### config.mk
export PLATFORM = sky130hd
export DESIGN_NAME = ultrasonic_ranger_flat
export DESIGN_NICKNAME = d
export VERILOG_FILES = /design/src/rtl/ultrasonic_ranger_if.sv /design/src/rtl/ultrasonic_ranger.sv /design/src/flat_wrapper.sv
export SDC_FILE = /design/constraint.sdc
export NUM_CORES = 1
export LEC_CHECK = 0
export ABC_AREA = 1
export BUFFER_PORTS_ARGS = -buffer_cell sky130_fd_sc_hd__buf_2
export CORE_MARGIN = 2
export CORE_UTILIZATION = 40
export CTS_BUF_LIST = sky130_fd_sc_hd__clkbuf_4 sky130_fd_sc_hd__clkbuf_8
export DETAILED_ROUTE_END_ITERATION = 16
export GPL_TIMING_DRIVEN = 1
export PLACE_DENSITY_LB_ADDON = 0.08
export SLEW_MARGIN = 30
export SYNTH_ARGS = -nofsm -noshare
export SYNTH_HDL_FRONTEND = slang
export SYNTH_SLANG_ARGS = --single-unit
### constraint.sdc
create_clock -name CLK -period 2.8 [get_ports CLK]
set_input_delay 0.7 -clock CLK [delete_from_list [all_inputs] [get_ports CLK]]
set_output_delay 0.7 -clock CLK [all_outputs]
set_load 0.05 [all_outputs]
### src/rtl/ultrasonic_ranger_if.sv
// Signal bundle between the ultrasonic ranger (slave) and its sensor/consumer side (master).
interface ultrasonic_ranger_if;
    logic       Enable;
    logic       Echo;
    logic       Trig;
    logic [7:0] Distance;
    logic       Valid;
    logic       Timeout;

    modport master (output Enable, output Echo,
                    input  Trig, input Distance, input Valid, input Timeout);
    modport slave  (input  Enable, input Echo,
                    output Trig, output Distance, output Valid, output Timeout);
endinterface

### src/rtl/ultrasonic_ranger.sv
// HC-SR04 style ranger: periodic trigger, echo timing in whole cm, timeout, one-cycle valid strobe.
// Optional RANGER_AVG4_EN: Distance becomes the rounded mean of the last four results.
module ultrasonic_ranger #(
    parameter int TRIG_CYCLES    = 500,
    parameter int CYCLES_PER_CM  = 2900,
    parameter int TIMEOUT_CYCLES = 1250000,
    parameter int PERIOD_CYCLES  = 3000000
) (
    input logic                CLK,
    input logic                RST,
    ultrasonic_ranger_if.slave bus
);
    // state     | meaning
    // IDLE      | disabled, waiting for Enable with period expired
    // TRIG      | trigger pulse window, period counter restarted
    // WAIT_RISE | waiting for echo rising edge, timeout running
    // MEASURE   | counting echo-high cycles into cm, timeout running
    // DONE      | result latched, Valid high for one cycle
    // HOLDOFF   | waiting for the end of the measurement period

    localparam int TMR_MAX = (TIMEOUT_CYCLES > TRIG_CYCLES) ? TIMEOUT_CYCLES : TRIG_CYCLES;
    localparam int TW      = $clog2(TMR_MAX);
    localparam int PW      = $clog2(PERIOD_CYCLES);
    localparam int SW      = $clog2(CYCLES_PER_CM);

    typedef enum logic [2:0] {
        S_IDLE, S_TRIG, S_WAIT_RISE, S_MEASURE, S_DONE, S_HOLDOFF
    } state_e;

    state_e         state_q, state_d;
    logic           echo_s1_q, echo_s2_q, echo_dly_q;
    logic           rise_q, fall_q;
    logic [TW-1:0]  tmr_q, tmr_d;
    logic [PW-1:0]  per_q, per_d;
    logic [SW-1:0]  sub_q, sub_d;
    logic [7:0]     cm_q, cm_d;
    logic [7:0]     dist_q, dist_d;
    logic           tout_q, tout_d;
    logic           trig_q, trig_d;
    logic           valid, latch, res_tout, trig_entry;
    logic [7:0]     res;
    logic           tmr_zero, per_zero;

    assign tmr_zero = (tmr_q == '0);
    assign per_zero = (per_q == '0);

    always_ff @(posedge CLK or negedge RST) begin
        if (!RST) state_q <= S_IDLE;
        else      state_q <= state_d;
    end

    always_comb begin
        state_d = state_q;
        case (state_q)
            S_IDLE:      if (bus.Enable && per_zero) state_d = S_TRIG;
            S_TRIG:      if (tmr_zero) state_d = S_WAIT_RISE;
            S_WAIT_RISE: begin
                if (tmr_zero)    state_d = S_DONE;
                else if (rise_q) state_d = S_MEASURE;
            end
            // a falling edge in the expiry cycle still yields a real result
            S_MEASURE:   if (fall_q || tmr_zero) state_d = S_DONE;
            S_DONE:      state_d = S_HOLDOFF;
            S_HOLDOFF:   if (per_zero) state_d = bus.Enable ? S_TRIG : S_IDLE;
            default:     state_d = S_IDLE;
        endcase
    end

    always_comb begin
        trig_d   = (state_q == S_TRIG);
        valid    = (state_q == S_DONE);
        latch    = (state_d == S_DONE) && (state_q != S_DONE);
        res_tout = !((state_q == S_MEASURE) && fall_q);
        res      = res_tout ? 8'hFF : cm_q;
    end

    // one down-counter serves the trigger width and then the echo timeout
    always_comb begin
        trig_entry = (state_d == S_TRIG) && (state_q != S_TRIG);
        tmr_d = tmr_q;
        per_d = per_q;
        sub_d = sub_q;
        cm_d  = cm_q;
        if (trig_entry)
            tmr_d = TW'(TRIG_CYCLES - 1);
        else if ((state_q == S_TRIG) && (state_d == S_WAIT_RISE))
            tmr_d = TW'(TIMEOUT_CYCLES - 1);
        else if (!tmr_zero)
            tmr_d = tmr_q - TW'(1);
        if (trig_entry)
            per_d = PW'(PERIOD_CYCLES - 1);
        else if (!per_zero)
            per_d = per_q - PW'(1);
        // the cycle that detects the rising edge already counts as echo-high
        if ((state_q == S_WAIT_RISE) && (state_d == S_MEASURE)) begin
            sub_d = SW'(1);
            cm_d  = '0;
        end else if (state_q == S_MEASURE) begin
            if (sub_q == SW'(CYCLES_PER_CM - 1)) begin
                sub_d = '0;
                if (cm_q != 8'hFF) cm_d = cm_q + 8'd1;
            end else begin
                sub_d = sub_q + SW'(1);
            end
        end
    end

    assign tout_d = latch ? res_tout : tout_q;

`ifdef RANGER_AVG4_EN
    logic [3:0][7:0] hist_q, hist_d;
    logic            primed_q, primed_d;
    logic [9:0]      sum_p2;

    always_comb begin
        hist_d   = hist_q;
        primed_d = primed_q;
        if (latch) begin
            primed_d = 1'b1;
            if (!primed_q) hist_d = {4{res}};
            else           hist_d = {hist_q[2:0], res};
        end
        sum_p2 = 10'd2 + {2'b00, hist_d[0]} + {2'b00, hist_d[1]}
                       + {2'b00, hist_d[2]} + {2'b00, hist_d[3]};
        dist_d = latch ? sum_p2[9:2] : dist_q;
    end

    always_ff @(posedge CLK or negedge RST) begin
        if (!RST) begin
            hist_q   <= '0;
            primed_q <= 1'b0;
        end else begin
            hist_q   <= hist_d;
            primed_q <= primed_d;
        end
    end
`else
    assign dist_d = latch ? res : dist_q;
`endif

    always_ff @(posedge CLK or negedge RST) begin
        if (!RST) begin
            echo_s1_q  <= 1'b0;
            echo_s2_q  <= 1'b0;
            echo_dly_q <= 1'b0;
            rise_q     <= 1'b0;
            fall_q     <= 1'b0;
            tmr_q      <= '0;
            per_q      <= '0;
            sub_q      <= '0;
            cm_q       <= '0;
            dist_q     <= 8'hFF;
            tout_q     <= 1'b0;
            trig_q     <= 1'b0;
        end else begin
            echo_s1_q  <= bus.Echo;
            echo_s2_q  <= echo_s1_q;
            echo_dly_q <= echo_s2_q;
            rise_q     <= echo_s2_q & ~echo_dly_q;
            fall_q     <= ~echo_s2_q & echo_dly_q;
            tmr_q      <= tmr_d;
            per_q      <= per_d;
            sub_q      <= sub_d;
            cm_q       <= cm_d;
            dist_q     <= dist_d;
            tout_q     <= tout_d;
            trig_q     <= trig_d;
        end
    end

    assign bus.Trig     = trig_q;
    assign bus.Distance = dist_q;
    assign bus.Valid    = valid;
    assign bus.Timeout  = tout_q;
endmodule

### src/flat_wrapper.sv
// flat-port wrapper written by rule: the top's interface ports become plain ports
module ultrasonic_ranger_flat 
#(
    parameter int TRIG_CYCLES    = 500,
    parameter int CYCLES_PER_CM  = 2900,
    parameter int TIMEOUT_CYCLES = 1250000,
    parameter int PERIOD_CYCLES  = 3000000
)
  (CLK, RST, bus_Enable, bus_Echo, bus_Trig, bus_Distance, bus_Valid, bus_Timeout);
  ultrasonic_ranger_if bus_i ();
  input logic CLK;
  input logic RST;
  input wire logic [$bits(bus_i.Enable)-1:0] bus_Enable;
  input wire logic [$bits(bus_i.Echo)-1:0] bus_Echo;
  output wire logic [$bits(bus_i.Trig)-1:0] bus_Trig;
  output wire logic [$bits(bus_i.Distance)-1:0] bus_Distance;
  output wire logic [$bits(bus_i.Valid)-1:0] bus_Valid;
  output wire logic [$bits(bus_i.Timeout)-1:0] bus_Timeout;
  assign bus_i.Enable = bus_Enable;
  assign bus_i.Echo = bus_Echo;
  assign bus_Trig = bus_i.Trig;
  assign bus_Distance = bus_i.Distance;
  assign bus_Valid = bus_i.Valid;
  assign bus_Timeout = bus_i.Timeout;
  ultrasonic_ranger #(.TRIG_CYCLES(TRIG_CYCLES), .CYCLES_PER_CM(CYCLES_PER_CM), .TIMEOUT_CYCLES(TIMEOUT_CYCLES), .PERIOD_CYCLES(PERIOD_CYCLES)) u_core (.CLK(CLK), .RST(RST), .bus(bus_i));
endmodule
==> Word level (Yosys, flattened, before mapping) <==
Index checks and enable logic that the tools add are counted.
{ "word_totals": {"regBits": 81, "inputBits": 4, "out_inout_bits": 11, "elab_cells": 72} }
{ "classes": {"n_addsub": 4, "n_eq_ne": 15, "n_mux": 21, "bitwise_logic": 4, "reduce_logical": 15} }
{ "op_table": {"columns": ["op", "count"], "rows": [
  ["2-to-1 mux 21 bit", 3],
  ["2-to-1 mux 22 bit", 2],
  ["2-to-1 mux 8 bit", 5],
  ["2-to-1 mux 12 bit", 3],
  ["zero test 22 bit", 1],
  ["subtractor 22 x 1 -> 22 bit, second input constant", 1],
  ["zero test 21 bit", 1],
  ["subtractor 21 x 1 -> 21 bit, second input constant", 1],
  ["2-to-1 mux 3 bit", 6],
  ["one-hot mux 3 bit (6 select lines)", 1],
  ["adder 12 x 1 -> 12 bit, second input constant", 1],
  ["== test 12 bit, second input constant", 1],
  ["== test 3 x 2 -> 1 bit, second input constant", 4],
  ["== test 3 bit, second input constant", 3],
  ["adder 8 x 1 -> 8 bit, second input constant", 1],
  ["inequality test 8 bit, second input constant", 1],
  ["== test 3 x 1 -> 1 bit, second input constant", 2],
  ["logical AND 1 bit", 6],
  ["nonzero test 2 bit", 3],
  ["zero test 3 bit", 1],
  ["inequality test 3 x 1 -> 1 bit, second input constant", 1],
  ["inequality test 3 x 2 -> 1 bit, second input constant", 1],
  ["inequality test 3 bit, second input constant", 1],
  ["AND reduction 3 bit", 1],
  ["other kinds (6)", 8]
]} }

==> Logic depth before layout (Yosys ltp) <==
Gate-level depths: netlist of run 1.
{ "depth": {"depth_word": 8, "mapped_depth": 15, "ltp_nobuf": 15} }

==> Worst setup path before layout of run 1 <==
OpenSTA, ideal clock, no wires.
{ "synth_timing": {"path_type": "register to register", "start": "register u_core.state_q[2]", "end": "register u_core.tmr_q[19]", "t_arrival_ps": 2344, "required_ps": 2683, "setup_slack_ps": 339, "stages_incl_launch_ff": 11, "n_path_buf": 1, "cell_sequence": "dfrtp_1 > inv_1 > nor3_1 > inv_1 > nand2_1 > nor2_1 > nand2_2 > nand3_4 > nand2_4 > buf_6 > nor2_2"} }
{ "synth_via": {"elab_cells_between_ends": 21, "cone_classes": "eq/ne: 9; mux: 9; reduce/logical: 3"} }
{ "synth_rtl": {"columns": ["item", "line", "source"], "rows": [
  ["from (decl)", "ultrasonic_ranger.sv:30", "state_e state_q, state_d;"],
  ["from (signal assigned)", "ultrasonic_ranger.sv:49", "else state_q <= state_d;"],
  ["== test 3 bit *", null, null],
  ["named net bus_Valid", "flat_wrapper.sv:17", "output wire logic [$bits(bus_i.Valid)-1:0] bus_Valid;"],
  ["one-hot mux 3 bit (6 select lines) *", "ultrasonic_ranger.sv:54", "case (state_q)"],
  ["named net u_core.state_d[0]", "ultrasonic_ranger.sv:30", null],
  ["== test 3 x 2 -> 1 bit", "ultrasonic_ranger.sv:86", "else if ((state_q == S_TRIG) && (state_d == S_WAIT_RISE))"],
  ["logical AND 1 bit", "ultrasonic_ranger.sv:86", null],
  ["2-to-1 mux 21 bit", "ultrasonic_ranger.sv:86", null],
  ["2-to-1 mux 21 bit", "ultrasonic_ranger.sv:84", "if (trig_entry)"],
  ["to (signal assigned)", "ultrasonic_ranger.sv:161", "tmr_q <= tmr_d;"],
  ["to (decl)", "ultrasonic_ranger.sv:33", "logic [TW-1:0] tmr_q, tmr_d;"]
]} }
Mark *: on every way through the listed nets, which the timed path passes. The rest lies on a longest branch.
A chain may end at the register's enable or synchronous reset.

==> Worst setup path after layout of run 1 <==
{ "layout_timing": {"start": "register u_core.tmr_q[0]", "end": "register u_core.tmr_q[9]"} }
{ "layout_via": {"elab_chain_cells": 8, "elab_cells_between_ends": 15, "cone_classes": "add/sub: 1; eq/ne: 3; mux: 7; reduce/logical: 4"} }
{ "layout_rtl": {"columns": ["item", "line", "source"], "rows": [
  ["zero test 21 bit", "ultrasonic_ranger.sv:44", "assign tmr_zero = (tmr_q == '0);"],
  ["logical OR 1 bit", "ultrasonic_ranger.sv:62", "S_MEASURE: if (fall_q || tmr_zero) state_d = S_DONE;"],
  ["2-to-1 mux 3 bit", "ultrasonic_ranger.sv:62", null],
  ["one-hot mux 3 bit (6 select lines)", "ultrasonic_ranger.sv:54", null],
  ["== test 3 x 2 -> 1 bit", "ultrasonic_ranger.sv:86", null],
  ["logical AND 1 bit", "ultrasonic_ranger.sv:86", null],
  ["2-to-1 mux 21 bit", "ultrasonic_ranger.sv:86", null],
  ["2-to-1 mux 21 bit", "ultrasonic_ranger.sv:84", null]
]} }
Parallel ways exist; a longest one is shown, timed or not. The select of a mux whose other input is x is not followed.

==> results.txt, run 1 <==
Mapped Nets -> 536
Warnings, synthesis -> 0
final setup violation count -> 0
total CTS buffers -> 9
max_cap viols -> 0
nature of the critical path endpoint -> flip-flop
Leak -> 2.29 nW
clk_lat worst skew -> 0.38 ns
Placed Instance Area -> 4550 sq um
Post-synth EDFFs -> 0
CTS sink cnt -> 81
DIE HEIGHT -> 108 um
largest net degree at the start of global routing -> 43
initial core utilization -> 41.4%
core area -> 10400 sq um
Final HPWL DP -> 6090 um
post-synthesis instance total -> 528
Critical Path End -> u_core.tmr_q[9]$_DFFE_PN0P_
first-pass GRT wire length -> 15500 um
CTS Root Cell -> clkbuf_8
share of layout cells above drive strength 1 -> 15.7%
Final #Nets -> 558
Power Density -> 439 nW/um^2
CTS tree -> yes
DRT iter0 DRCs -> 152
Post-synth ARST share -> 100%
drt drc -> 0
setup tns final -> 0 ns
n_diodes -> 0
Max-slew headroom -> 54.5%
Syn Std Cell Area -> 4320 sq um
GPL Wtd Cong -> 0.799
crit start category -> flip-flop
pre-CTS setup slack -> 0.352 ns
final WL -> 8620 um
Critical Path RT -> 3.10 ns
FF-to-FF setup slack -> 0.36 ns
fin area -> 4760 sq um
Longest Clk Path Bufs -> 2
Clock Skews -> 0.0107 ns
PortBufs -> 14
cell with the most instances after synthesis -> nand2_1
reg2reg end -> u_core.tmr_q[9]$_DFFE_PN0P_
register area share after synthesis -> 47.2%
Yosys reg bits -> 81
Die W -> 108 um
Syn-to-layout area delta -> 10.2%
final slew viol count -> 0
CP arrival -> 2.74 ns
H-tree Lvls -> 3
Post-CTS Setup Bufs -> 0
Tmin final -> 2.44 ns
Crit Path Class -> reg2reg
GR Util All Layers -> 17.2%
WL/cell -> 12.5 um
Crit Path Max Fanout -> 26
clock transition at the registers of the reported paths -> 0.08 ns
post-cts sizing count -> 0
vias post-DR -> 3372
Post-synth top cells -> nand2_1, dfrtp_1, inv_1, nor2_1, nand3_1
vias in the first global route -> 3344
fin worst setup slack -> 0.360 ns
Hold Buf Count CTS -> 0
Distinct cells, synth -> 45
post-DR vias/cell -> 4.88
die area -> 11600 sq um
final core utilization -> 45.7%
final worst-path cycle share -> 87.2%
post-route ant nets -> 0
total power -> 2.09 mW
RSZ-0062 raised after global routing -> false
crit path from -> u_core.tmr_q[0]$_DFFE_PN0P_
GRT overflow -> 0
number of fill cells in the layout -> 1028
run status -> completed
synth top area cells -> dfrtp_1, nand2_1, inv_1
Hold Fails Final Rpt -> 0
maximum vdd drop -> 250 uV
Post-Syn Area per Cell -> 8.18 sq um
area share of the largest cell type after synthesis -> 42.3%
reg2reg start -> u_core.tmr_q[0]$_DFFE_PN0P_
Tightest Hold Check Type -> in2async
FP Rows -> 37
drt pass-1 iters -> 4
FF-to-FF path depth -> 12
Ports -> 15
initial antenna violation count -> 0
Fmax -> 0.410 GHz
worst-margin pin slew -> 0.680 ns
top_reg_cell synth -> dfrtp_1
area leader, netlist -> dfrtp_1
report_power, final:
part | internal [mW] | switching [mW]
clock | 0.443 | 0.440
sequential | 1.17 | 0.00167
combinational | 0.00564 | 0.0256
total | 1.62 | 0.468
metrics by stage:
stage                     std cells  hold WS [ns]
after floorplan                 528         0.331
after global placement          675         0.336
after global routing            691         0.335
after CTS                       691         0.334
after detailed placement        675         0.336
final                           691         0.315
worst min-delay path by stage:
stage	startpoint	to	slack [ns]
CTS	RST	u_core.sub_q[2]$_DFFE_PN0P_	0.33
detailed placement	u_core.echo_s1_q$_DFF_PN0_	u_core.echo_s2_q$_DFF_PN0_	0.34
finish	RST	u_core.tmr_q[11]$_DFFE_PN0P_	0.31
global route	RST	u_core.tmr_q[15]$_DFFE_PN0P_	0.33
global placement	u_core.echo_s1_q$_DFF_PN0_	u_core.echo_s2_q$_DFF_PN0_	0.34
floorplan	u_core.echo_s1_q$_DFF_PN0_	u_core.echo_s2_q$_DFF_PN0_	0.33
cell type report:
| cell class | instances | area (sq um) | share of cell area (%) |
|---|---|---|---|
| inverters | 77 | 289 | 6.08 |
| repair buffers | 16 | 100 | 2.10 |
| flip-flops and latches | 81 | 2040 | 42.8 |
| multi-input cells | 365 | 1960 | 41.2 |
| clock inverters | 5 | 55.1 | 1.16 |
| clock buffers | 11 | 145 | 3.05 |
| well taps | 136 | 170 | 3.58 |
routing by layer:
layer / GRT usage [%] / up-vias / routed length, um
li1: - / 1746 / -
met1: 24.0 / 1577 / 4300
met2: 25.2 / 38 / 3850
met3: 5.45 / 11 / 338
met4: 5.86 / 0 / 127
met5: 0 / - / 0
state kept, by name (all words and copies together) (netlist names), 3 cells and up:
name and cells:
u_core.per_q 22, u_core.tmr_q 21, u_core.sub_q 12, u_core.bus.Distance 8, u_core.cm_q 8, u_core.state_q 3
worst max-delay path, cell delays in order (launching register included):
cell and delay [ns]:
dfrtp_1 0.39, inv_1 0.10, ha_1 0.20, nand3_2 0.14, nor2_2 0.23, nand3_2 0.15
nand2_1 0.09, nand2_1 0.06, nand2_2 0.20, nor2_1 0.12, nand3_4 0.30, nand2_4 0.22
a21oi_1 0.16
logic make-up (layout without fill, tap and decap cells):
kind of cell    Yosys count  count (layout)  synth area share (%)
fa+ha+maj                 4               4                  1.16
buf+inv                  82             109                  7.51
xor+xnor                 25              25                  5.07
flops                    81              81                  47.2
compound gates           52              52                  7.45
simple gates            284             284                  31.6
cells in the final DEF (no fill, tap or decap), types with 2 or more instances in the layout:
| cell type | n |
|---|---|
| a21oi_1 | 13 |
| a21oi_2 | 2 |
| buf_2 | 13 |
| buf_4 | 2 |
| clkbuf_8 | 10 |
| clkinv_2 | 2 |
| clkinvlp_4 | 2 |
| dfrtp_1 | 73 |
| dfstp_2 | 8 |
| ha_1 | 4 |
| inv_1 | 71 |
| inv_2 | 5 |
| nand2_1 | 91 |
| nand2_2 | 4 |
| nand3_1 | 50 |
| nand3_2 | 2 |
| nand3_4 | 2 |
| nand3b_1 | 4 |
| nand4_1 | 9 |
| nor2_1 | 71 |
| nor2_2 | 17 |
| nor2_4 | 4 |
| nor3_1 | 15 |
| nor4_1 | 5 |
| o211ai_1 | 4 |
| o21ai_0 | 20 |
| o21ai_2 | 2 |
| o31ai_1 | 4 |
| or2_2 | 4 |
| xnor2_1 | 5 |
| xor2_1 | 20 |
Note: power is estimated with default switching activity, not from simulation.
==> run 2: changes to the inputs <==
--- a/config.mk
+++ b/config.mk
@@ -12,6 +12,7 @@
 export CTS_BUF_LIST = sky130_fd_sc_hd__clkbuf_4 sky130_fd_sc_hd__clkbuf_8
 export DETAILED_ROUTE_END_ITERATION = 16
 export GPL_TIMING_DRIVEN = 1
+export MAX_ROUTING_LAYER = met4
 export PLACE_DENSITY_LB_ADDON = 0.08
 export SLEW_MARGIN = 30
 export SYNTH_ARGS = -nofsm -noshare
==> run 2 against run 1 <==
Net effect:
- power decreased by 0.16%
- critical endpoint unchanged
- final area unchanged
- critical path type unchanged
- maximum frequency increased by 0.16%
- routed wire length decreased by 0.36%
==> results.txt, run 2 (synthesis results as in run 1) <==
number of fill cells in the layout -> 1028 (unchanged)
GPL Wtd Cong -> 0.810 (+1.4%)
Tmin final -> 2.44 ns (-0.00393 ns)
largest net degree at the start of global routing -> 43 (unchanged)
DRT iter0 DRCs -> 149 (-2.0%)
initial core utilization -> 41.4% (unchanged)
Ports -> 15 (unchanged)
Fmax -> 0.410 GHz (+0.16%)
DIE HEIGHT -> 108 um (unchanged)
CTS sink cnt -> 81 (unchanged)
Hold Fails Final Rpt -> 0 (unchanged)
initial antenna violation count -> 0 (unchanged)
post-DR vias/cell -> 4.89 (+0.15%)
core area -> 10400 sq um (unchanged)
max FFs per register -> 22 (unchanged)
post-cts sizing count -> 0 (unchanged)
Critical Path RT -> 3.09 ns (about the same)
n_diodes -> 0 (unchanged)
total CTS buffers -> 9 (unchanged)
Clock Skews -> 0.0106 ns (-0.000175 ns)
crit path from -> u_core.tmr_q[0]$_DFFE_PN0P_
final setup violation count -> 0 (unchanged)
Crit Path Max Fanout -> 26 (unchanged)
PortBufs -> 14 (unchanged)
Longest Clk Path Bufs -> 2 (unchanged)
crit start category -> flip-flop
commonest non-fill, non-tap cell in the layout -> nand2_1
Max-slew headroom -> 54.5% (about the same)
Final #Nets -> 558 (unchanged)
Final HPWL DP -> 6090 um (unchanged)
final core utilization -> 45.7% (unchanged)
CP arrival -> 2.73 ns (about the same)
RSZ-0062 raised after global routing -> false
most frequent cells in the layout -> nand2_1, dfrtp_1, inv_1, nor2_1, nand3_1
GR Util All Layers -> 17.5% (+0.36 points)
CTS Root Cell -> clkbuf_8
vias in the first global route -> 3345 (+0.030%)
die area -> 11600 sq um (unchanged)
post-route ant nets -> 0 (unchanged)
GRT overflow -> 0 (unchanged)
FF-to-FF setup slack -> 0.36 ns (about the same)
Syn-to-layout area delta -> 10.2% (unchanged)
Largest Register -> u_core.per_q
FP Rows -> 37 (unchanged)
Power Density -> 439 nW/um^2 (-0.16%)
largest registers -> u_core.per_q x22, u_core.tmr_q x21, u_core.sub_q x12
clock transition at the registers of the reported paths -> 0.08 ns (about the same)
worst-margin pin slew -> 0.679 ns (-0.000151 ns)
reg2reg start -> u_core.tmr_q[0]$_DFFE_PN0P_
vias post-DR -> 3377 (+0.15%)
WL/cell -> 12.4 um (-0.36%)
final WL -> 8590 um (-0.36%)
H-tree Lvls -> 3 (unchanged)
Hold Buf Count CTS -> 0 (unchanged)
final worst-path cycle share -> 87.0% (-0.14 points)
run status -> completed
Post-CTS Setup Bufs -> 0 (unchanged)
clk_lat worst skew -> 0.37 ns (about the same)
first-pass GRT wire length -> 15500 um (about the same)
drt pass-1 iters -> 4 (unchanged)
Tightest Hold Check Type -> in2async
Crit Path Class -> reg2reg
drt drc -> 0 (unchanged)
setup tns final -> 0 ns (unchanged)
max_cap viols -> 0 (unchanged)
Die W -> 108 um (unchanged)
total power -> 2.09 mW (-0.16%)
final slew viol count -> 0 (unchanged)
Leak -> 2.29 nW (unchanged)
maximum vdd drop -> 250 uV (about the same)
nature of the critical path endpoint -> flip-flop
share of layout cells above drive strength 1 -> 15.7% (unchanged)
CTS tree -> yes
[run 2: metal layers]
| metal | GRT usage (%) | share of wire, % | vias up |
|---|---|---|---|
| met5 | - | 0 | - |
| met4 | 7.78 | 2.1 | 0 |
| met3 | 3.51 | 3.0 | 14 |
| met2 | 25.2 | 44 | 40 |
| met1 | 24.1 | 51 | 1577 |
| li1 | - | - | 1746 |
[run 2: final cells by class]
type | instances | area [sq um] | share of cell area, %
flip-flops and latches | 81 | 2040 | 42.8
well taps | 136 | 170 | 3.58
multi-input cells | 365 | 1960 | 41.2
clock buffers | 11 | 145 | 3.05
repair buffers | 16 | 100 | 2.10
inverters | 77 | 289 | 6.08
clock inverters | 5 | 55.1 | 1.16
[run 2: power breakdown]
group          switching (mW)  internal, mW
combinational          0.0256       0.00563
clock                   0.437         0.443
sequential            0.00167          1.17
total                   0.464          1.62
[run 2: worst max-delay path, stage by stage, from the launching register on]
cell and delay (ns):
dfrtp_1 0.39, inv_1 0.10, ha_1 0.20, nand3_2 0.14, nor2_2 0.23, nand3_2 0.15
nand2_1 0.09, nand2_1 0.06, nand2_2 0.20, nor2_1 0.12, nand3_4 0.29, nand2_4 0.22
a21oi_1 0.16
[run 2: final timing paths]
kind	end	depth (start not counted)
max in group asynchronous	u_core.bus.Distance[4]$_DFFE_PN1P_	2
worst min-delay path	u_core.tmr_q[11]$_DFFE_PN0P_	1
worst max register to register	u_core.tmr_q[9]$_DFFE_PN0P_	12
worst min register to register	u_core.echo_s2_q$_DFF_PN0_	0
worst max-delay path	u_core.tmr_q[9]$_DFFE_PN0P_	12
min in group CLK	u_core.echo_s2_q$_DFF_PN0_	0
[run 2: stage by stage]
stage | setup WS (ns) | std cells | hold WS (ns) | area (sq um)
after floorplan | 0.339 | 528 | 0.331 | 4320
after CTS | 0.328 | 691 | 0.334 | 4750
after detailed placement | 0.352 | 675 | 0.336 | 4550
final | 0.364 | 691 | 0.321 | 4760
after global routing | 0.103 | 691 | 0.348 | 4760
after global placement | 0.453 | 675 | 0.336 | 4550
